`src/rtl/depacketizer_fifo.sv`:
```
`default_nettype none
// ============================================================================
//  Module      : depacketizer_fifo
//  Description : NoC receive endpoint. Validates single-flit packets against
//                NODE_ID, strips the header and buffers payloads in a
//                first-word-fall-through FIFO; bad packets are dropped and
//                counted.
//  Revision    : 1.0 - initial release
// ============================================================================
module depacketizer_fifo #(
    parameter int ADDRESS_WIDTH    = 4,
    parameter int VC_ADDRESS_WIDTH = 1,
    parameter int WIDTH_PKT        = 512,
    parameter int WIDTH_DATA       = 160,
    parameter int NODE_ID          = 0,
    parameter int DEPTH            = 4
) (
    input  logic                  clk,
    input  logic                  rst,
    input  logic [WIDTH_PKT-1:0]  i_packet_in,
    input  logic                  i_valid_in,
    output logic                  i_ready_out,
    output logic [WIDTH_DATA-1:0] o_data_out,
    output logic                  o_valid_out,
    input  logic                  o_ready_in,
    output logic                  o_err,
    output logic [15:0]           o_drop_count
);

    localparam int c_ptr_w    = $clog2(DEPTH);
    localparam int c_cnt_w    = c_ptr_w + 1;
    localparam int c_vc_lsb   = WIDTH_PKT - 3 - VC_ADDRESS_WIDTH;
    localparam int c_dest_lsb = c_vc_lsb - ADDRESS_WIDTH;

    localparam logic [c_cnt_w-1:0]       c_depth    = c_cnt_w'(DEPTH);
    localparam logic [ADDRESS_WIDTH-1:0] c_node_id  = ADDRESS_WIDTH'(NODE_ID);
    localparam logic [15:0]              c_drop_max = 16'hFFFF;

    generate
        if (WIDTH_DATA + 3 + VC_ADDRESS_WIDTH + ADDRESS_WIDTH > WIDTH_PKT) begin : g_bad_layout
            $error("depacketizer_fifo: header and payload do not fit in WIDTH_PKT");
        end
        if (DEPTH < 2 || (DEPTH & (DEPTH - 1)) != 0) begin : g_bad_depth
            $error("depacketizer_fifo: DEPTH must be a power of 2 and at least 2");
        end
        // Bits between the header and the payload carry nothing for this block
        if (c_dest_lsb > WIDTH_DATA) begin : g_pad
            logic w_pad_unused;
            assign w_pad_unused = ^i_packet_in[c_dest_lsb-1:WIDTH_DATA];
        end
    endgenerate

    logic [WIDTH_DATA-1:0]       r_mem [DEPTH];
    logic [c_ptr_w-1:0]          r_wr_ptr;
    logic [c_ptr_w-1:0]          r_rd_ptr;
    logic [c_cnt_w-1:0]          r_count;
    logic                        r_ready;
    logic                        r_valid;
    logic                        r_err;
    logic [15:0]                 r_drop_count;

    logic [ADDRESS_WIDTH-1:0]    w_dest;
    logic [VC_ADDRESS_WIDTH-1:0] w_vc_unused;
    logic                        w_good;
    logic                        w_accept;
    logic                        w_push;
    logic                        w_drop;
    logic                        w_pop;
    logic [c_cnt_w-1:0]          w_count_next;

    assign w_dest      = i_packet_in[c_dest_lsb +: ADDRESS_WIDTH];
    assign w_vc_unused = i_packet_in[c_vc_lsb +: VC_ADDRESS_WIDTH];

    assign w_good   = i_packet_in[WIDTH_PKT-1] & i_packet_in[WIDTH_PKT-2]
                    & i_packet_in[WIDTH_PKT-3] & (w_dest == c_node_id);
    assign w_accept = i_valid_in & r_ready;
    assign w_push   = w_accept & w_good;
    assign w_drop   = w_accept & ~w_good;
    assign w_pop    = r_valid & o_ready_in;

    always_comb begin
        w_count_next = r_count;
        case ({w_push, w_pop})
            2'b10:   w_count_next = r_count + c_cnt_w'(1);
            2'b01:   w_count_next = r_count - c_cnt_w'(1);
            default: w_count_next = r_count;
        endcase
    end

    // Ready and valid are registered from the next count so both sides see
    // flop outputs while still tracking occupancy exactly.
    always_ff @(posedge clk or negedge rst) begin
        if (!rst) begin
            for (int i = 0; i < DEPTH; i++) begin
                r_mem[i] <= '0;
            end
            r_wr_ptr     <= '0;
            r_rd_ptr     <= '0;
            r_count      <= '0;
            r_ready      <= 1'b0;
            r_valid      <= 1'b0;
            r_err        <= 1'b0;
            r_drop_count <= '0;
        end else begin
            if (w_push) begin
                r_mem[r_wr_ptr] <= i_packet_in[WIDTH_DATA-1:0];
                r_wr_ptr        <= r_wr_ptr + c_ptr_w'(1);
            end
            if (w_pop) begin
                r_rd_ptr <= r_rd_ptr + c_ptr_w'(1);
            end
            r_count <= w_count_next;
            r_ready <= (w_count_next < c_depth);
            r_valid <= (w_count_next != '0);
            r_err   <= w_drop;
            if (w_drop && r_drop_count != c_drop_max) begin
                r_drop_count <= r_drop_count + 16'd1;
            end
        end
    end

    assign i_ready_out  = r_ready;
    assign o_valid_out  = r_valid;
    assign o_data_out   = r_mem[r_rd_ptr];
    assign o_err        = r_err;
    assign o_drop_count = r_drop_count;

endmodule
`default_nettype wire

```
`config.mk`:
```
export PLATFORM = sky130hd
export DESIGN_NAME = depacketizer_fifo
export DESIGN_NICKNAME = d
export VERILOG_FILES = /design/src/rtl/depacketizer_fifo.sv
export SDC_FILE = /design/constraint.sdc
export NUM_CORES = 1
export LEC_CHECK = 0
export BUFFER_PORTS_ARGS = -buffer_cell sky130_fd_sc_hd__buf_2
export CAP_MARGIN = 20
export CORE_MARGIN = 2
export CORE_UTILIZATION = 40
export CTS_BUF_LIST = sky130_fd_sc_hd__clkbuf_4 sky130_fd_sc_hd__clkbuf_8
export DETAILED_ROUTE_END_ITERATION = 8
export GPL_TIMING_DRIVEN = 0
export SYNTH_ARGS = -nofsm -noshare
export SYNTH_HDL_FRONTEND = slang
export SYNTH_SLANG_ARGS = --single-unit
```
`constraint.sdc`:
```
create_clock -name clk -period 2.3 [get_ports clk]
set_clock_uncertainty 0.2 [all_clocks]
set_input_delay 0.115 -clock clk [delete_from_list [all_inputs] [get_ports clk]]
set_output_delay 0.115 -clock clk [all_outputs]
set_load 0.02 [all_outputs]
```
# Word-level counts from Yosys, hierarchy flattened
# Index checks and enable logic that the tools add are counted.
totals:
  regBits: 666
  latch_bits: 0
  ramBits: 0
  rom_bits: 0
  inputBits: 516
  output_inout_bits: 179
  elab_cells: 44
  mem_count: 0
op_classes:
  addsub: 5
  n_mul: 0
  div: 0
  n_lt_le_gt_ge: 4
  n_eq_ne: 3
  shift: 0
  muxes: 7
  bitwise: 10
  n_reduce_logical: 4
ops:
  columns: ["op", "n"]
  rows:
  - ["$bwmux 640", 1]
  - ["$mux 160", 3]
  - ["$bmux 160 s2", 1]
  - ["$demux 160 s2", 1]
  - ["$add 16x1->16 const B", 1]
  - ["$ne 16x16->1 const B", 1]
  - ["$and 1x1->1", 7]
  - ["$ge 3x3->1 const B", 2]
  - ["$not 2->3", 2]
  - ["$pmux 3 s2", 1]
  - ["$add 2x1->2 const B", 2]
  - ["$logic_not 4->1", 1]
  - ["$add 3x1->3 const B", 1]
  - ["$lt 3x1->1 const B", 1]
  - ["$lt 3x3->1 const B", 1]
  - ["$reduce_bool 3->1", 1]
  - ["$sub 3x1->3 const B", 1]
  - ["$eq 2x1->1 const B", 1]
  - ["$eq 2x2->1 const B", 1]
  - ["$logic_and 1x1->1", 2]
  - ["$not 1->1", 1]

# Longest topological paths before layout
# Gate-level depths: netlist of the first run.
depth:
  ltp_word: 7
  mapped_depth: 11
  mapped_depth_nobuf: 10

# Least setup slack after synthesis of the first run
# OpenSTA, ideal clock, no wires.
synth_timing:
  path_type: "reg-to-reg"
  start: "register r_ready (netlist: i_ready_out)"
  end: "register r_valid (netlist: o_valid_out)"
  setup_ps: 128
  t_arrival_ps: 1961
  required_ps: 1972
  slack_ps: 11
  stages_incl_launch_ff: 12
  n_path_buf: 1
  synth_period_minus_slack_ps: 2289
  path_cell_list: "dfrtp_1 > nand2_1 > and3b_1 > buf_4 > inv_1 > ha_1 > inv_1 > fa_1 > xor2_1 > nor2_1 > xnor2_1 > nand2_1"
synth_between:
  elab_chain_cells: 5
  elab_cells_between_ends: 6
  cone_classes: "eq/ne: 2; mux: 1; bitwise: 2; reduce/logical: 1"
synth_lines:
  columns: ["element", "line", "source"]
  rows:
  - ["start, declared", "57", "logic r_ready;"]
  - ["start signal, assigned", "113", "r_ready <= (w_count_next < c_depth);"]
  - ["$and 1x1->1 (*)", "76", "assign w_accept = i_valid_in & r_ready;"]
  - ["$and 1x1->1 (*)", "77", "assign w_push = w_accept & w_good;"]
  - ["$eq 2x1->1 or $eq 2x2->1 (tied branches)", "83", "case ({w_push, w_pop})"]
  - ["$pmux 3 s2 (*)", "83", null]
  - ["$reduce_bool 3->1 (*)", "114", "r_valid <= (w_count_next != '0);"]
  - ["end signal, assigned", "114", null]
  - ["end, declared", "58", "logic r_valid;"]
# Mark *: on every way between the ends. The rest lies on a longest branch, timed or not.
# A chain may end at the register's enable or synchronous reset.

# Worst setup path after layout of the first run
layout_timing:
  start: "register r_rd_ptr[0]"
  end: "output port o_data_out[114]"
layout_between:
  elab_chain_cells: 4
layout_lines:
  columns: ["element", "line", "source"]
  rows:
  - ["start, declared", "55", "logic [c_ptr_w-1:0] r_rd_ptr;"]
  - ["start signal, assigned", "110", "r_rd_ptr <= r_rd_ptr + c_ptr_w'(1);"]
  - ["$not 2->3 (implied by the code)", "124", "assign o_data_out = r_mem[r_rd_ptr];"]
  - ["$bmux 160 s2", "124", null]
  - ["$mux 160 (implied by the code) (2 in series)", "124", null]
  - ["end, declared", "23", "output logic [WIDTH_DATA-1:0] o_data_out,"]
# No other way between the ends. The select of a mux whose other input is x is not followed.

==> impl_results.md, run 1 <==
* Io pins at 695
* Synth top area share at 54.8%
* Clock buffer depth at 3
* Fmax at 380 MHz
* DRT Pass-1 Iters at 4
* Critical path depth at 5
* Clock sink count at 666
* WP buf/inv at 4
* Initial DRC count at 908
* Synth Area in Adders at 0.313%
* Final WL at 79100 µm
* Slew of the pin with the lowest slew margin at 0.769 ns
* Flops & latches, synth at 666
* Mapped Area at 30400 µm²
* Crit start category: flip-flop
* Synth area leader: dfrtp_1
* Critical path endpoint category: primary output
* Unrepaired setup endpoints after global routing: yes
* WL met3 at 6480 µm
* Leak pwr at 21.1 nW
* Setup Crit Path Kind: flip-flop to primary output
* Final HPWL from detailed placement at 50800 µm
* Layout net count at 2978
* Global-route wire length before repair at 123000 µm
* Final Hold Fails at 333
* Fin util at 54.0%
* Grt ovf at 0
* Power Total at 31.5 mW
* Final worst slack at -0.329 ns
* Data arrival, critical path at 2.31 ns
* CP Cell Sequence: buf_4, buf_12, buf_12, mux4_2, buf_2
* Root Buffer: clkbuf_8
* Initial core utilization at 40.2%
* Critical Path Fanout Max at 5
* Required time of the critical path at 1.99 ns
* Comb pwr share at 23.1%
* Max cap viols at 0
* Die Ht at 280 µm
* Crit-path slowest cell: dfrtp_4
* CTS tree: yes
* Die area at 78300 µm²
* Failing checks: negative hold slack, negative setup slack
* Core ar. at 75600 µm²
* Synth-to-Final Area Change at 34.2%
* XOR/XNOR share of the synthesized area at 0.576%
* Internal power at 22.8 mW
* Max incr delay on CP at 0.54 ns
* # DRC at 0
* Final Setup Violations at 160
* Syn avg cell area at 18.3 µm²
* Total CTS buffers at 114
* Post-synthesis cell type count at 32
* Site Rows at 101
* Initial antenna violation count at 19
* H-tree level count at 3
* Synthesized Nets at 2188
* Net switching power figure at 8.66 mW
* Part of the cycle the worst path needs at 114%
* Worst-skew pair later-pin latency at 0.72 ns
* Via/cell ratio at 5.09
* Status: finished with violations
* Clk slew on worst S/H paths at 0.07 ns
* Routability cong. at 0.818
* Fin crit period at 2.63 ns
* Post-synthesis sequential area ratio at 54.8%
* CP most frequent cell: buf_12
* Top layer used by detailed routing: met5
* Sequential power share at 39.6%
* Post-synthesis mux area share at 40.6%
* Simple-Gate Fraction of Synth Area at 0.979%
* Drt wl/cell at 22.4 µm
* Routed Antenna Nets at 0
* Largest net degree at the start of global routing at 127
* Met2 wire length at 34300 µm
* WHS at -0.801 ns
* Worst reg2reg path depth at 7
* GRT Overall Usage at 20.3%
* YS warnings at 0
* Die W at 280 µm
* Share of cells above drive strength 1 at 59.1%
* DR vias at 18000
* Slew Viols, Final at 0
* Synth top area cells: dfrtp_1 (55%), mux2_4 (20%), mux4_2 (12%), mux2_2 (9.0%), buf_6 (1.6%)
* Setup TNS at -41.51 ns
* Number of buffers added on ports at 349
* DRT met1 WL at 36600 µm
* Post-Synthesis Cells at 1665
* Pwr Density at 772 nW/µm²
* Crit-path leading delay family: buffers and inverters
* Clock group share of total power at 37.3%
* Rel. slew slack at 47.4%
* Min-delay worst type: primary input to asynchronous set/reset pin
* Number of global-route vias before repair at 20200
* Post-synthesis compound-gate area fraction at 0.0699%
* Switching Fraction at 27.5%
* Peak supply drop at 0.588 mV
* Combinational family with the most area after synthesis: multiplexers
[cell usage in the layout, fill, tap and decap left out, types with 2 or more instances in the layout]
cell type | Yosys | routed
dfrtp_1 | 666 | 663
mux2_4 | 400 | 400
dlygate4sd3_1 | 0 | 297
mux2_2 | 242 | 242
buf_2 | 40 | 235
buf_6 | 44 | 166
mux4_2 | 160 | 160
clkbuf_8 | 0 | 147
clkbuf_4 | 0 | 46
buf_12 | 0 | 27
buf_4 | 1 | 15
xnor2_1 | 11 | 11
diode_2 | 0 | 10
nand2_1 | 11 | 10
buf_8 | 0 | 10
clkinv_2 | 0 | 10
xor2_1 | 9 | 9
buf_16 | 0 | 9
clkbuf_2 | 0 | 7
nand4_1 | 7 | 7
inv_1 | 8 | 6
nand3_1 | 6 | 6
clkbuf_16 | 0 | 6
nor3_1 | 5 | 5
ha_1 | 6 | 5
nor2_1 | 4 | 4
and4_1 | 4 | 4
bufinv_16 | 0 | 4
and3_1 | 3 | 3
clkinv_8 | 0 | 3
and2_1 | 2 | 2
nand2_2 | 4 | 2
nand2_4 | 0 | 2
nor4_1 | 2 | 2
dfrtp_2 | 0 | 2
[power groups by stage]
| stage | registers, mW | clock network (mW) | logic, mW |
|---|---|---|---|
| final | 12.5 | 11.7 | 7.27 |
| after global routing | 12.5 | 12.6 | 7.78 |
| after detailed placement | 12.6 | 0 | 5.20 |
| after floorplan | 12.6 | 0 | 3.29 |
| after global placement | 12.6 | 0 | 5.12 |
| after CTS | 12.5 | 12.0 | 7.20 |
[cell type report]
cell class | count | area, µm²
Antenna cell | 10 | 25.0
Buffer | 101 | 1090
Clock buffer | 186 | 2310
Clock inverter | 19 | 239
Fill cell | 6077 | 34800
Inverter | 8 | 32.5
Multi-Input combinational cell | 885 | 13000
Sequential cell | 666 | 16700
Tap cell | 978 | 1220
Timing Repair Buffer | 679 | 6230
[flip-flops by register name, summed over array words and instances (netlist names)]
name and count:
r_count 3, r_rd_ptr 2, o_drop_count 16, o_err 1
o_valid_out 1, i_ready_out 1, r_mem 640, r_wr_ptr 2
[cells in the mapped netlist]
cell type  number
nor4b_1         1
a2111oi_0       1
a21o_1          1
fa_1            1
and4_1          4
nand4b_1        1
mux4_2        160
nor4_2          1
nor4_1          2
dfrtp_1       666
nor3_1          5
mux2_2        242
o21ai_0         1
inv_1           8
xor2_1          9
nand3_1         6
nand4_1         7
ha_1            6
buf_4           1
clkbuf_1       17
and3b_1         1
buf_6          44
mux2i_1         1
buf_1           4
and2_1          2
mux2_4        400
xnor2_1        11
buf_2          40
nor2_1          4
nand2_2         4
and3_1          3
nand2_1        11
[final timing paths]
check                                  from         endpoint  slack, ns
max                             r_rd_ptr[0]  o_data_out[114]      -0.33
min                                     rst       r_mem[413]      -0.80
max reg2reg                     i_ready_out       r_mem[554]       0.05
min reg2reg                      r_count[2]      i_ready_out       0.29
max in group asynchronous               rst       r_mem[333]       0.56
min in group clk           i_packet_in[156]       r_mem[476]       0.05
[metrics by stage]
stage	cells	setup WS, ns	instance area, µm²
4_1_cts	3514	-0.439	40500
2_1_floorplan	1665	0.0110	30400
6_report	3532	-0.329	40800
3_3_place_gp	2992	-12.47	33400
5_1_grt	3526	-0.421	40800
3_5_place_dp	2997	-0.959	33500
[per-layer routing]
metal	vias to the layer above	GRT usage, %
li1	7824	-
met1	9535	28.7
met5	-	0
met3	131	7.36
met4	24	5.32
met2	461	29.5
[logic make-up (layout without fill, tap and decap cells)]
group | Yosys count | in the layout
other | 0 | 10
multiplexers | 803 | 803
adder cells (fa/ha/maj) | 7 | 7
buffers and inverters | 114 | 993
XOR/XNOR | 20 | 20
flip-flops | 666 | 666
AND/OR/NAND/NOR | 52 | 52
AO/OA/AOI/OAI | 3 | 3
[what timing repair did]
action	CTS	global route
setup buffers	15	4
endpoints found under the hold margin	987	212
resized for setup	353	74
cloned	7	6
pin swaps	6	7
hold buffers	292	7
endpoints found under the setup margin	660	804
No activity file was read; power rests on OpenSTA's default activity.
==> run 2: changes to the inputs <==
--- a/config.mk
+++ b/config.mk
@@ -12,6 +12,7 @@
 export CTS_BUF_LIST = sky130_fd_sc_hd__clkbuf_4 sky130_fd_sc_hd__clkbuf_8
 export DETAILED_ROUTE_END_ITERATION = 8
 export GPL_TIMING_DRIVEN = 0
+export PLACE_DENSITY_LB_ADDON = 0.2
 export SYNTH_ARGS = -nofsm -noshare
 export SYNTH_HDL_FRONTEND = slang
 export SYNTH_SLANG_ARGS = --single-unit
==> run 2 against run 1 <==
  * The flow still finishes with violations (negative hold slack, negative setup slack)
  * Largest cell class unchanged
  * Count of clock-buffer cells in the layout increased by 6
  * Design area about the same
  * Clock power about the same
  * Sequential cell count unchanged
  * Global-route usage increased by 0.11 points
  * Non-clock buffer count increased by 13
  * Worst setup slack got worse by 0.026 ns
  * Sequential share of layout area about the same
  * Highest routed layer unchanged
==> impl_results.md, run 2 (synthesis results as in run 1) <==
* Status: finished with violations (unchanged)
* Failing checks: negative hold slack, negative setup slack (unchanged)
* # hold bufs at CTS at 305 (was 292)
* Final worst slack at -0.355 ns (was -0.329 ns)
* Unrepaired setup endpoints after global routing: yes (unchanged)
* Routed Antenna Nets at 0 (unchanged)
* DRT Pass-1 Iters at 5 (was 4)
* Routability cong. at 0.800 (was 0.818)
* Most flops, register: r_mem (unchanged)
* Max cap viols at 0 (unchanged)
* Number of buffers added on ports at 349 (unchanged)
* Power Total at 31.5 mW (about the same)
* Crit Reg-Reg Endpoint: o_valid_out (was r_mem[554])
* H-tree level count at 3 (unchanged)
* Min-delay worst type: primary input to asynchronous set/reset pin (unchanged)
* Worst-skew pair later-pin latency at 0.74 ns (was 0.72 ns)
* Crit start category: flip-flop (unchanged)
* Number of global-route vias before repair at 19900 (was 20200)
* Final Hold Fails at 202 (was 333)
* Layout net count at 2993 (was 2978)
* Root Buffer: clkbuf_8 (unchanged)
* WHS at -0.847 ns (was -0.801 ns)
* Io pins at 695 (unchanged)
* Pwr Density at 772 nW/µm² (about the same)
* Setup Crit Path Kind: flip-flop to primary output (unchanged)
* Share of cells above drive strength 1 at 59.1% (about the same)
* Die W at 280 µm (unchanged)
* # DRC at 0 (unchanged)
* Required time of the critical path at 1.99 ns (about the same)
* Initial DRC count at 887 (was 908)
* Most frequent cells in the layout: dfrtp_1 (663), mux2_4 (400), dlygate4sd3_1 (305), buf_2 (259), mux2_2 (242) (was dfrtp_1 (663), mux2_4 (400), dlygate4sd3_1 (297), mux2_2 (242), buf_2 (235))
* Reg2reg setup slack at 0.07 ns (was 0.05 ns)
* Worst reg2reg path depth at 10 (was 7)
* Design Area, Final at 40800 µm² (about the same)
* Clock buffer depth at 3 (unchanged)
* Max reg flops at 640 (unchanged)
* Via/cell ratio at 5.08 (was 5.09)
* Data arrival, critical path at 2.34 ns (was 2.31 ns)
* Critical path endpoint category: primary output (unchanged)
* Initial core utilization at 40.2% (unchanged)
* GRT Overall Usage at 20.4% (was 20.3%)
* Setup TNS at -48.48 ns (was -41.51 ns)
* Final HPWL from detailed placement at 50500 µm (was 50800 µm)
* Rel. slew slack at 40.2% (was 47.4%)
* Fin crit period at 2.65 ns (was 2.63 ns)
* Site Rows at 101 (unchanged)
* Post-DP Area at 33500 µm² (unchanged)
* Initial antenna violation count at 23 (was 19)
* Leak pwr at 21.2 nW (was 21.1 nW)
* Critical Path Fanout Max at 10 (was 5)
* Final Setup Violations at 160 (unchanged)
* CTS tree: yes (unchanged)
* Clock sink count at 666 (unchanged)
* Slew Viols, Final at 0 (unchanged)
* DR vias at 18000 (about the same)
* Total CTS buffers at 116 (was 114)
* Commonest non-fill, non-tap cell in the layout: dfrtp_1 (unchanged)
* Slew of the pin with the lowest slew margin at 0.897 ns (was 0.769 ns)
* Reg-to-Reg Start: i_ready_out (unchanged)
* Core ar. at 75600 µm² (unchanged)
* Part of the cycle the worst path needs at 115% (was 114%)
* Die area at 78300 µm² (unchanged)
* Fmax at 377 MHz (was 380 MHz)
* Clk slew on worst S/H paths at 0.06 ns (was 0.07 ns)
* Drt wl/cell at 22.5 µm (was 22.4 µm)
* Synth-to-Final Area Change at 34.2% (about the same)
* Peak supply drop at 0.538 mV (was 0.588 mV)
* Grt ovf at 0 (unchanged)
* Global-route wire length before repair at 123000 µm (about the same)
* Final WL at 79900 µm (was 79100 µm)
* Largest net degree at the start of global routing at 129 (was 127)
* Fin util at 54.0% (about the same)
* Die Ht at 280 µm (unchanged)
run 2: area by class of cell:
| cell class | instances | area (µm²) |
|---|---|---|
| Inverter | 8 | 32.5 |
| Antenna cell | 14 | 35.0 |
| Tap cell | 978 | 1220 |
| Buffer | 103 | 1180 |
| Clock inverter | 17 | 161 |
| Clock buffer | 192 | 2400 |
| Sequential cell | 666 | 16700 |
| Multi-Input combinational cell | 885 | 13000 |
| Timing Repair Buffer | 690 | 6120 |
| Fill cell | 6181 | 34800 |
run 2: metal layers:
metal	global-route usage (%)	share of wire, %	wire [µm]
met5	0	0.13	107
met4	5.38	2.2	1750
met3	8.30	9.2	7370
met2	29.2	43	34200
met1	28.6	46	36400
run 2: worst max-delay path, stage by stage, from the launching register on:
cell	delay, ns
dfrtp_4	0.42
buf_12	0.15
buf_12	0.17
buf_12	0.17
mux4_2	0.53
buf_2	0.18
run 2: report_power, final:
| group | total (mW) | internal [mW] | switching, mW |
|---|---|---|---|
| Clock | 11.8 | 6.69 | 5.06 |
| Combinational | 7.29 | 3.83 | 3.46 |
| Sequential | 12.5 | 12.2 | 0.297 |
| Total | 31.5 | 22.7 | 8.81 |
run 2: worst max-delay path by stage:
| stage | startpoint | endpoint | slack, ns | depth (start not counted) |
|---|---|---|---|---|
| floorplan | i_ready_out | o_valid_out | 0.01 | 11 |
| global placement | rst | r_mem[188] | -12.60 | 1 |
| detailed placement | r_rd_ptr[1] | o_data_out[43] | -0.94 | 5 |
| CTS | r_rd_ptr[0] | o_data_out[43] | -0.44 | 5 |
| global route | r_rd_ptr[0] | o_data_out[43] | -0.46 | 5 |
| finish | r_rd_ptr[0] | o_data_out[99] | -0.35 | 5 |
run 2: through the flow:
stage	std cells	worst slack [ns]
final	3553	-0.355
after global routing	3547	-0.461
after CTS	3527	-0.445
after detailed placement	2997	-0.941
after global placement	2992	-12.60
after floorplan	1665	0.0110
run 2: repair_timing:
| item | 4_1_cts | 5_1_grt |
|---|---|---|
| pin swaps | 6 | 5 |
| endpoints found under the setup margin | 682 | 313 |
| setup buffers | 15 | 2 |
| resized for setup | 243 | 141 |
| gates cloned | 3 | 12 |
| hold endpoints to repair | 854 | 202 |
